==> config.mk <==
export PLATFORM = sky130hd
export DESIGN_NAME = gray_counter_sched_flat
export DESIGN_NICKNAME = d
export VERILOG_FILES = /design/src/rtl/gray_sched_pkg.sv /design/src/rtl/gray_counter_sched_if.sv /design/src/rtl/gray_step.sv /design/src/rtl/gray_counter_sched.sv /design/src/flat_wrapper.sv
export SDC_FILE = /design/constraint.sdc
export NUM_CORES = 1
export LEC_CHECK = 0
export CELL_PAD_IN_SITES_DETAIL_PLACEMENT = 2
export CELL_PAD_IN_SITES_GLOBAL_PLACEMENT = 2
export CORE_MARGIN = 10
export CORE_UTILIZATION = 30
export DETAILED_ROUTE_END_ITERATION = 6
export PLACE_DENSITY = 0.76
export RECOVER_POWER = 50
export REMOVE_ABC_BUFFERS = 1
export SYNTH_ARGS = -nofsm -noshare
export SYNTH_HDL_FRONTEND = slang
export SYNTH_HIERARCHICAL = 1
export SYNTH_SLANG_ARGS = --single-unit
==> constraint.sdc <==
create_clock -name clk -period 2.3 [get_ports clk]
set_input_delay 0.46 -clock clk [delete_from_list [all_inputs] [get_ports clk]]
set_output_delay 0.46 -clock clk [all_outputs]
set_load 0.01 [all_outputs]
==> src/rtl/gray_sched_pkg.sv <==
// Shared definitions for the Gray-code step scheduler: default sizes,
// FSM state encoding and the binary-to-Gray conversion.
package gray_sched_pkg;

  localparam int unsigned DEF_WIDTH = 3;
  localparam int unsigned DEF_LEN_W = 4;

  typedef enum logic [1:0] {
    ST_IDLE = 2'b00,
    ST_RUN  = 2'b01,
    ST_DONE = 2'b10
  } state_e;

  // Reflected binary Gray code; callers cast to their own width (<= 32).
  function automatic logic [31:0] bin2gray(input logic [31:0] bin);
    return bin ^ (bin >> 1);
  endfunction

endpackage

==> src/rtl/gray_counter_sched_if.sv <==
// Requester-side bundle of the Gray counter scheduler.
//   req/len0/len1/hold (and dir when GRAY_DIR_EN) : requester -> scheduler
//   gnt/busy/done/gray/wrap                        : scheduler -> requester
// master: requester side, slave: scheduler side.
interface gray_counter_sched_if #(
  parameter int unsigned WIDTH = gray_sched_pkg::DEF_WIDTH,
  parameter int unsigned LEN_W = gray_sched_pkg::DEF_LEN_W
);
  logic [1:0]       req;
  logic [LEN_W-1:0] len0;
  logic [LEN_W-1:0] len1;
  logic             hold;
`ifdef GRAY_DIR_EN
  logic             dir;
`endif
  logic [1:0]       gnt;
  logic             busy;
  logic [1:0]       done;
  logic [WIDTH-1:0] gray;
  logic             wrap;

  modport master (
    output req, len0, len1, hold,
`ifdef GRAY_DIR_EN
    output dir,
`endif
    input  gnt, busy, done, gray, wrap
  );

  modport slave (
    input  req, len0, len1, hold,
`ifdef GRAY_DIR_EN
    input  dir,
`endif
    output gnt, busy, done, gray, wrap
  );
endinterface

==> src/rtl/gray_step.sv <==
// Gray-code step counter: binary register plus registered Gray output.
// Ports: clk, rst_n (sync, active-low), en_i (take one step), dir_i
// (1 = count down), gray_o (registered code), wrap_o (one-cycle pulse when
// a step crosses between the last code and zero).
module gray_step #(
  parameter int unsigned WIDTH = gray_sched_pkg::DEF_WIDTH
) (
  input  logic             clk,
  input  logic             rst_n,
  input  logic             en_i,
  input  logic             dir_i,
  output logic [WIDTH-1:0] gray_o,
  output logic             wrap_o
);
  import gray_sched_pkg::*;

  localparam logic [WIDTH-1:0] LAST_BIN = '1;

  logic [WIDTH-1:0] bin_q, bin_d, gray_q;
  logic             wrap_q, wrap_d;

  // Next binary value and wrap detection for one step.
  always_comb begin
    bin_d  = bin_q;
    wrap_d = 1'b0;
    if (en_i) begin
      if (dir_i) begin
        bin_d  = bin_q - WIDTH'(1);
        wrap_d = (bin_q == '0);
      end else begin
        bin_d  = bin_q + WIDTH'(1);
        wrap_d = (bin_q == LAST_BIN);
      end
    end
  end

  always_ff @(posedge clk) begin
    if (!rst_n) begin
      bin_q  <= '0;
      gray_q <= '0;
      wrap_q <= 1'b0;
    end else begin
      bin_q  <= bin_d;
      gray_q <= WIDTH'(bin2gray(32'(bin_d)));
      wrap_q <= wrap_d;
    end
  end

  assign gray_o = gray_q;
  assign wrap_o = wrap_q;

endmodule

==> src/rtl/gray_counter_sched.sv <==
// Round-robin scheduler sharing one Gray step counter between two
// requesters. Each granted job steps the counter len times (paused by
// hold), then pulses done to the owner; dropping req aborts the job.
// Ports: clk, rst_n (sync, active-low), sched_io (slave modport:
// req/len0/len1/hold in; gnt/busy/done/gray/wrap out, all registered).
// Optional: GRAY_DIR_EN adds sched_io.dir (1 = count down, latched at grant).
module gray_counter_sched #(
  parameter int unsigned WIDTH = gray_sched_pkg::DEF_WIDTH,
  parameter int unsigned LEN_W = gray_sched_pkg::DEF_LEN_W
) (
  input  logic                 clk,
  input  logic                 rst_n,
  gray_counter_sched_if.slave  sched_io
);
  import gray_sched_pkg::*;

  state_e           state_q, state_d;
  logic [1:0]       gnt_q, gnt_d;
  logic [1:0]       done_q, done_d;
  logic             busy_q, busy_d;
  logic             last_q, last_d;   // requester granted most recently
  logic             dir_q, dir_d;
  logic [LEN_W-1:0] rem_q, rem_d;
  logic             owner_c, win_c, dir_in_c, step_en_c;
  logic [LEN_W-1:0] len_win_c;

`ifdef GRAY_DIR_EN
  assign dir_in_c = sched_io.dir;
`else
  assign dir_in_c = 1'b0;
`endif

  assign owner_c   = gnt_q[1];
  // Tie goes to the requester not granted last.
  assign win_c     = (sched_io.req == 2'b11) ? ~last_q : sched_io.req[1];
  assign len_win_c = win_c ? sched_io.len1 : sched_io.len0;

  // Next-state and registered-output logic.
  always_comb begin
    state_d   = state_q;
    gnt_d     = gnt_q;
    busy_d    = busy_q;
    done_d    = '0;
    rem_d     = rem_q;
    last_d    = last_q;
    dir_d     = dir_q;
    step_en_c = 1'b0;
    case (state_q)
      ST_IDLE: begin
        if (|sched_io.req) begin
          gnt_d  = win_c ? 2'b10 : 2'b01;
          busy_d = 1'b1;
          rem_d  = len_win_c;
          dir_d  = dir_in_c;
          if (len_win_c == '0) begin
            state_d = ST_DONE;
            done_d  = gnt_d;
          end else begin
            state_d = ST_RUN;
          end
        end
      end
      ST_RUN: begin
        // Abort wins over a step in the same cycle.
        if (!sched_io.req[owner_c]) begin
          state_d = ST_IDLE;
          gnt_d   = '0;
          busy_d  = 1'b0;
          last_d  = owner_c;
        end else if (!sched_io.hold) begin
          step_en_c = 1'b1;
          rem_d     = rem_q - LEN_W'(1);
          if (rem_q == LEN_W'(1)) begin
            state_d = ST_DONE;
            done_d  = gnt_q;
          end
        end
      end
      ST_DONE: begin
        state_d = ST_IDLE;
        gnt_d   = '0;
        busy_d  = 1'b0;
        last_d  = owner_c;
      end
      default: begin
        state_d = ST_IDLE;
        gnt_d   = '0;
        busy_d  = 1'b0;
      end
    endcase
  end

  always_ff @(posedge clk) begin
    if (!rst_n) begin
      state_q <= ST_IDLE;
      gnt_q   <= '0;
      done_q  <= '0;
      busy_q  <= 1'b0;
      last_q  <= 1'b1;
      dir_q   <= 1'b0;
      rem_q   <= '0;
    end else begin
      state_q <= state_d;
      gnt_q   <= gnt_d;
      done_q  <= done_d;
      busy_q  <= busy_d;
      last_q  <= last_d;
      dir_q   <= dir_d;
      rem_q   <= rem_d;
    end
  end

  gray_step #(.WIDTH(WIDTH)) u_step (
    .clk    (clk),
    .rst_n  (rst_n),
    .en_i   (step_en_c),
    .dir_i  (dir_q),
    .gray_o (sched_io.gray),
    .wrap_o (sched_io.wrap)
  );

  assign sched_io.gnt  = gnt_q;
  assign sched_io.busy = busy_q;
  assign sched_io.done = done_q;

endmodule

==> src/flat_wrapper.sv <==
// flat-port wrapper written by rule: the top's interface ports become plain ports
module gray_counter_sched_flat import gray_sched_pkg::*;
#(
  parameter int unsigned WIDTH = gray_sched_pkg::DEF_WIDTH,
  parameter int unsigned LEN_W = gray_sched_pkg::DEF_LEN_W
)
  (clk, rst_n, sched_io_req, sched_io_len0, sched_io_len1, sched_io_hold, sched_io_gnt, sched_io_busy, sched_io_done, sched_io_gray, sched_io_wrap);
  gray_counter_sched_if #(.WIDTH(WIDTH), .LEN_W(LEN_W)) sched_io_i ();
  input  logic clk;
  input  logic rst_n;
  input wire logic [$bits(sched_io_i.req)-1:0] sched_io_req;
  input wire logic [$bits(sched_io_i.len0)-1:0] sched_io_len0;
  input wire logic [$bits(sched_io_i.len1)-1:0] sched_io_len1;
  input wire logic [$bits(sched_io_i.hold)-1:0] sched_io_hold;
  output wire logic [$bits(sched_io_i.gnt)-1:0] sched_io_gnt;
  output wire logic [$bits(sched_io_i.busy)-1:0] sched_io_busy;
  output wire logic [$bits(sched_io_i.done)-1:0] sched_io_done;
  output wire logic [$bits(sched_io_i.gray)-1:0] sched_io_gray;
  output wire logic [$bits(sched_io_i.wrap)-1:0] sched_io_wrap;
  assign sched_io_i.req = sched_io_req;
  assign sched_io_i.len0 = sched_io_len0;
  assign sched_io_i.len1 = sched_io_len1;
  assign sched_io_i.hold = sched_io_hold;
  assign sched_io_gnt = sched_io_i.gnt;
  assign sched_io_busy = sched_io_i.busy;
  assign sched_io_done = sched_io_i.done;
  assign sched_io_gray = sched_io_i.gray;
  assign sched_io_wrap = sched_io_i.wrap;
  gray_counter_sched #(.WIDTH(WIDTH), .LEN_W(LEN_W)) u_core (.clk(clk), .rst_n(rst_n), .sched_io(sched_io_i));
endmodule
==> results.txt, run 1 <==
The logs give 410 for the count of fill cells added during filler insertion and 3610 um^2 for the area inside the core boundary. X dimension of the die: 80.8 um. The first global-routing pass estimated 5580 um of wire. The tools report the launch instance of the worst register-to-register path as u_core/state_q[1]. For this run, design rule violations remaining after detail routing come to 0. The number of failing hold endpoints at the final stage is 0, and the count of synthesis-stage warnings from yosys is 6. The number of antenna diodes was 0. After synthesis, the most frequently instantiated cells are 18 x dfxtp_1, 11 x o21ai_0, 7 x nor2_1. The reported max-cap violation count is 0, and the count of mapped cells out of synthesis is 124. The run gives 0 as the max-slew violation count.

The biggest area contributor in the post-synthesis netlist is dfxtp_1. The detailed-route via count was 1040. The area overhead of the layout relative to synthesis was 31.4%; the count of distinct cell types in the synthesized netlist was 46. Pin placement for this block handled 22 I/O pins. The run gives 170 as the final-stage net count. The fraction of registers with async set/reset was 0; the die boundary height was 80.8 um. The run gives 0.307 as the initial cell density of the core.

The maximum resistive drop on vdd is 0.356 mV, and the leakage power is 0.000542 uW. The share of synthesized area occupied by flip-flops and latches is 0.325. Most common flop cell mapped by yosys: dfxtp_1. The share of the synthesized area in the top cell type was 0.325. The number of buffers created by CTS is 3.

Setup violations remaining at the end of the flow were counted as 0. Post-CTS repair changed the size of 0 cells. The total wirelength of the detailed-routed design was 3480 um; the count of flip-flops with a built-in enable after synthesis was 0. Final hold analysis gives a worst-case slack of 498 ps. The run gives 2 as the count of TritonRoute iterations in the first routing pass. The logs give 0.108 for the total routing resource utilization after global routing and 2 for the clock tree buffer depth. The placed wire-length estimate after detailed placement came out at 2820 um.

The worst setup path is captured at a register. Setup repair after global routing left no endpoint under its margin. The data arrival time at the worst-slack endpoint was 2240 ps. After detailed routing, the number of vias per cell comes to 5.17. The logs give 250 ps for the clock latency on the worst-skew pair and 16 for the pin count of the biggest net entering global routing. Input and output buffers added on the ports amount to 21. The fraction of layout cells with a size suffix above 1 works out to 0.0980. Among all cell types in the netlist, the one instantiated most often is dfxtp_1. Summed over all layers, the global routing overflow is 0. By startpoint and endpoint, the worst setup path is classified as in2reg.

Tracing the worst setup path back leads to its startpoint at sched_io_req[0]. The flow ran to the end, and the final reports show no timing, DRC or antenna violations. The cell sitting at the root of the clock tree is a clkbuf_8. In this run the core area contains 22 standard-cell rows.

In the final routed layout, each cell accounts on average for 17.3 um. The number of setup buffers added after CTS is 0. The clock-pin slew on the worst setup and hold paths was 70 ps. The worst clock skew is 0.754 ps. Synthesis inferred 18 register bits. The aggregate negative setup slack came out at 0 ps. After synthesis, the cell types taking the most area are dfxtp_1 33%, o21ai_0 5.0%, mux2i_1 4.5%. In this run the most critical hold path is launched from u_core/sched_io.busy.

Routability congestion estimate from global placement: 0.810. The average cell area after synthesis was 8.94 um^2; the level count of the clock H-tree was 1. The count of nets left with antenna violations once routing finished came out at 0. TritonCTS built the clock tree. After the first detailed-routing iteration, the DRC count stood at 43. Static timing analysis puts the maximum clock frequency at 0.482 GHz. The run gives 18 as the number of clock sinks. The share of the clock period used by the worst path after layout is 0.901, and the required time of the critical path is 2470 ps.

The initial antenna violation count was 0. For the number of global-route vias before repair, the log shows 1105. The number of hold buffers added after CTS was 0. The highest fanout seen on the critical path came out at 9.

The die covers 6530 um^2. The worst hold path belongs to the class reg2reg. STA classifies the critical path startpoint as an input pin. The run gives 1110 um^2 as the post-synthesis instance area. The clock period minus worst slack is 2070 ps, and the overall power of the completed layout is 844 uW. The power density of the placed cells came out at 580 nW/um^2.
-- path summary, 6_finish.rpt --
check	endpoint	slack, ps	depth (start not counted)
max reg2reg	u_core/u_step/gray_o[0]	360	6
min reg2reg	u_core/sched_io.busy	500	2
max	u_core/u_step/gray_o[0]	230	7
min	u_core/sched_io.busy	500	2
-- per-stage QoR --
stage	cells	utilization	worst slack, ps	instance area, um^2
global route	201	0.404	135	1460
floorplan	122	-	430	1090
detailed placement	197	0.390	20.5	1410
finish	201	0.404	227	1460
CTS	201	0.405	280	1460
global placement	197	0.390	110	1410
-- per-layer routing --
| metal | vias to the layer above | GRT usage | part of all wire |
|---|---|---|---|
| li1 | 508 | - | - |
| met1 | 517 | 0.125 | 0.46 |
| met2 | 13 | 0.193 | 0.50 |
| met3 | 2 | 0.0254 | 0.037 |
| met4 | 0 | 0.0311 | 0.0063 |
| met5 | - | 0 | 0 |
-- state kept, by name, indices dropped and copies added, names as in the netlist --
| register | flops |
|---|---|
| u_core/sched_io.busy | 1 |
| u_core/last_q | 1 |
| u_core/u_step/gray_o | 2 |
| u_core/rem_q | 4 |
| u_core/u_step/bin_q | 3 |
| u_core/u_step/wrap_o | 1 |
| u_core/state_q | 2 |
| u_core/sched_io.gnt | 2 |
| u_core/sched_io.done | 2 |
-- where the power goes --
group / internal (uW) / total (uW) / switching, uW
clock: 152 / 258 / 106
combinational: 107 / 223 / 116
sequential: 338 / 364 / 26.0
-- final cells by class --
cell class | instances | area, um^2 | area share
clock buffers | 4 | 55.1 | 0.0378
inverters | 5 | 18.8 | 0.0129
multi-input cells | 99 | 711 | 0.488
flip-flops and latches | 18 | 360 | 0.247
well taps | 48 | 60.1 | 0.0412
repair buffers | 27 | 251 | 0.173
-- kinds of logic after synthesis --
family / synth area share
and+or+nand+nor: 0.260
AOI/OAI and AO/OA: 0.243
DFF: 0.325
buffers and inverters: 0.0474
muxes: 0.0576
adders and majority gates: 0.0406
xor gates and xnor gates: 0.0237
other: 0.00338
-- worst max-delay path, stage by stage --
cell	delay, ps
dlygate4sd3_1	630
mux2i_2	210
nor3_1	70
buf_4	180
and2_1	150
or3_1	350
a21oi_1	200
-- layout by cell type, fill, tap and decap left out, drive strengths merged, types with 3 or more instances in the layout --
master / instances
o21ai: 13
clkdlybuf4s50: 13
conb: 5
mux2i: 6
nor3: 4
a21oi: 3
inv: 5
or3: 3
and2: 3
buf: 5
dlygate4sd3: 8
a21boi: 5
nor2: 7
clkbuf: 5
nand2: 6
nand2b: 4
o2111ai: 3
dfxtp: 18
nand3: 3
(Power assumes the default switching activity.)
==> inputs of run 2 (changes only) <==
- CORE_ASPECT_RATIO: unset -> 1.5
- clock period: 2.3 -> 2.2 ns (I/O delays scaled with it)
==> run 2 against run 1 <==
  * Die area is 0.77% higher
  * Flip-flop and latch count stayed put
  * Clock skew grew 0.96 ps
  * Count of clock-buffer cells in the layout is 1 lower
  * Register-to-register slack worse by 20 ps
  * Critical path depth stayed put
  * Via count is 1.3% higher
  * Clock power is 8.1% lower
  * Final cell count down 3.0%
  * First-iteration DRC count shrank 63%
  * Critical path type unchanged
  * Largest cell class unchanged
  * Largest power group unchanged
  * Highest routed layer unchanged
==> results.txt, run 2 (synthesized netlist as in run 1, its figures left out) <==
In this run the power spent charging and discharging nets is 263 uW. After the last flow step, the layout net total stands at 170. The tools report the startpoint kind of the worst setup timing path as an input pin. The routed design could run at a clock period as short as 1960 ps. Timing analysis after detailed placement gives a worst setup slack of -29.1 ps. The number of setup buffers added after CTS is 0. The tools report the pin count of the biggest net entering global routing as 13. For the leftover overflow at the end of global routing, the log shows 0. STA puts the critical path data arrival time at 2150 ps. In the final layout, the registers with the most flip-flops are u_core/rem_q: 4 flops, u_core/u_step/bin_q: 3 flops.

The initial antenna violation count came out at 0. Clock-pin slew was measured on the worst setup and hold paths at 70 ps. The logs give 0.397 for the post-layout utilization of the core and 0.110 for the total routing resource utilization after global routing. The logs give 5990 um for the wire length of the first global-routing pass and 1054 for the detailed-route via count. Hold-critical path depth: 2. For the area inside the core boundary, the log shows 3610 um^2. The level count of the clock H-tree is 1.

The run finished with clean final reports. The count of TritonRoute iterations in the first routing pass is 4. The switching part of the total was 0.309; the initial cell density of the core was 0.307. Routability-driven placement finished with a final weighted congestion of 0.792. The share of the clock period used by the worst path after layout works out to 0.892. Area of all placed cells without fillers: 1440 um^2.

STA classifies the critical path endpoint as a register. The die covers 6580 um^2. TritonCTS built the clock tree. The maximum resistive drop on vdd is 0.439 mV, and the area overhead of the layout relative to synthesis is 29.6%. The analysis attributes to cell leakage a power of 0.000534 uW. The later pin in the worst-skew pair is clocked with a latency of 260 ps. For this design the top-level I/O count stands at 22. The clock net in this run drives a total of 18 sinks.

The tools report the hold path endpoint as u_core/sched_io.busy. The vias per cell came out at 5.41. The number of failing hold endpoints at the final stage is 0, and the quantity of I/O buffers inserted on ports is 21. From bottom edge to top edge, the die measures 94.5 um.

In this run the critical register-to-register path is launched from u_core/sched_io.gnt[1]. The commonest non-fill, non-tap cell in the layout was dfxtp_1. The count of nets left with antenna violations once routing finished came out at 0. In this run the cell area measured after placement is 1400 um^2.

For the power share of the combinational group, the log shows 0.272. The final routed DRC violation total is 0, and the post-cts sizing count is 0. The tools report the number of antenna diodes as 0. The fraction of layout cells with a size suffix above 1 works out to 0.0921. The power density of the placed cells works out to 592 nW/um^2. The power share of the sequential group was 0.449; the worst clock skew was 1.71 ps. Setup repair after global routing left no endpoint under its margin.

The reported max-cap violation count is 0, and the number of global-route vias before repair is 1173. In this run the deepest clock path goes through 2 buffers. The required time of the critical path was 2390 ps.

For this block, the initial DRC count from the detailed router was 16. The worst register-to-register path has a depth of 6. Dividing the detail-routed wire length by the instance count gives 17.4 um.

The highest fanout seen on the critical path works out to 9. The worst register-to-register path ends at u_core/u_step/gray_o[0]. The highest achievable clock rate is 0.510 GHz. Across all hold checks on the routed design, the worst slack comes to 494 ps. Setup slack closes at 239 ps. More flip-flops sit in one register than any other, and that register is u_core/rem_q. The logs give 3380 um for the total wirelength of the detailed-routed design and 2750 um for the placed wire-length estimate after detailed placement.

The startpoint identified for the worst hold timing path is u_core/sched_io.busy. The logs give 27 for the row count and 340 ps for the slack of the worst reg-to-reg path. In the layout the commonest cells are 18 x dfxtp_1, 14 x clkdlybuf4s50_1, 11 x o21ai_0, 7 x dlygate4sd3_1, 7 x nor2_1.

The cell at the root of the clock tree is clkbuf_8. The worst setup path is of the in2reg kind. The tightest min-delay check is of the reg2reg type. The logs give 0 for the hold buffer count at CTS and 0 for the max-slew violation count. For the count of final setup violators, the log shows 0. The floorplan step set the die width to 69.6 um. The fraction of power consumed by the clock network was 0.279; the flip-flop count of the largest register, all copies and words added was 4. In this run, CTS created clock tree buffers numbering 3. Internal power comes to 587 uW.
run 2: how the worst max path moves through the flow:
| stage | from | end | slack [ps] | depth (start not counted) |
|---|---|---|---|---|
| after detailed placement | sched_io_req[1] | u_core/u_step/gray_o[0] | -30 | 7 |
| after global placement | sched_io_req[1] | u_core/u_step/gray_o[0] | 30 | 7 |
| after global routing | sched_io_req[1] | u_core/u_step/gray_o[0] | 70 | 7 |
| final | sched_io_req[1] | u_core/u_step/gray_o[0] | 240 | 7 |
| after CTS | sched_io_req[1] | u_core/u_step/gray_o[0] | 230 | 7 |
| after floorplan | u_core/state_q[1] | u_core/u_step/bin_q[2] | 330 | 5 |
run 2: final cells by class:
cell class | instances | area, um^2
clock buffers | 3 | 41.3
fillers | 402 | 2180
inverters | 5 | 18.8
multi-input cells | 99 | 711
flip-flops and latches | 18 | 360
well taps | 43 | 53.8
repair buffers | 27 | 251
run 2: stage by stage:
step / instances / setup TNS (ps) / total power, uW
5_1_grt: 195 / 0 / 908
2_1_floorplan: 122 / 0 / 520
3_3_place_gp: 192 / 0 / 618
6_report: 195 / 0 / 850
4_1_cts: 195 / 0 / 869
3_5_place_dp: 192 / -29.1 / 629
run 2: critical path: stages:
cell and delay (ps):
clkdlybuf4s50_1 460, mux2i_2 360, nor3_1 90, buf_4 170, and2_1 150, or3_1 340, a21oi_1 140
run 2: power by group through the flow:
stage	Combinational (uW)	Sequential, uW	Clock [uW]
3_3_place_gp	231	388	0
2_1_floorplan	134	385	0
5_1_grt	262	386	260
3_5_place_dp	240	390	0
6_report	231	382	237
4_1_cts	241	382	245
run 2: metal layers:
layer  GRT usage  vias up  routed length [um]
li1            -      510                   -
met1       0.120      524                1400
met2       0.203       16                1840
met3      0.0220        4                  95
met4      0.0446        0                  46
met5           0        -                   0
==> inputs of run 3 (changes only) <==
- TNS_END_PERCENT: unset -> 20
==> results of run 3 <==
No change in the layout: final DEF, timing and power equal those of run 2.
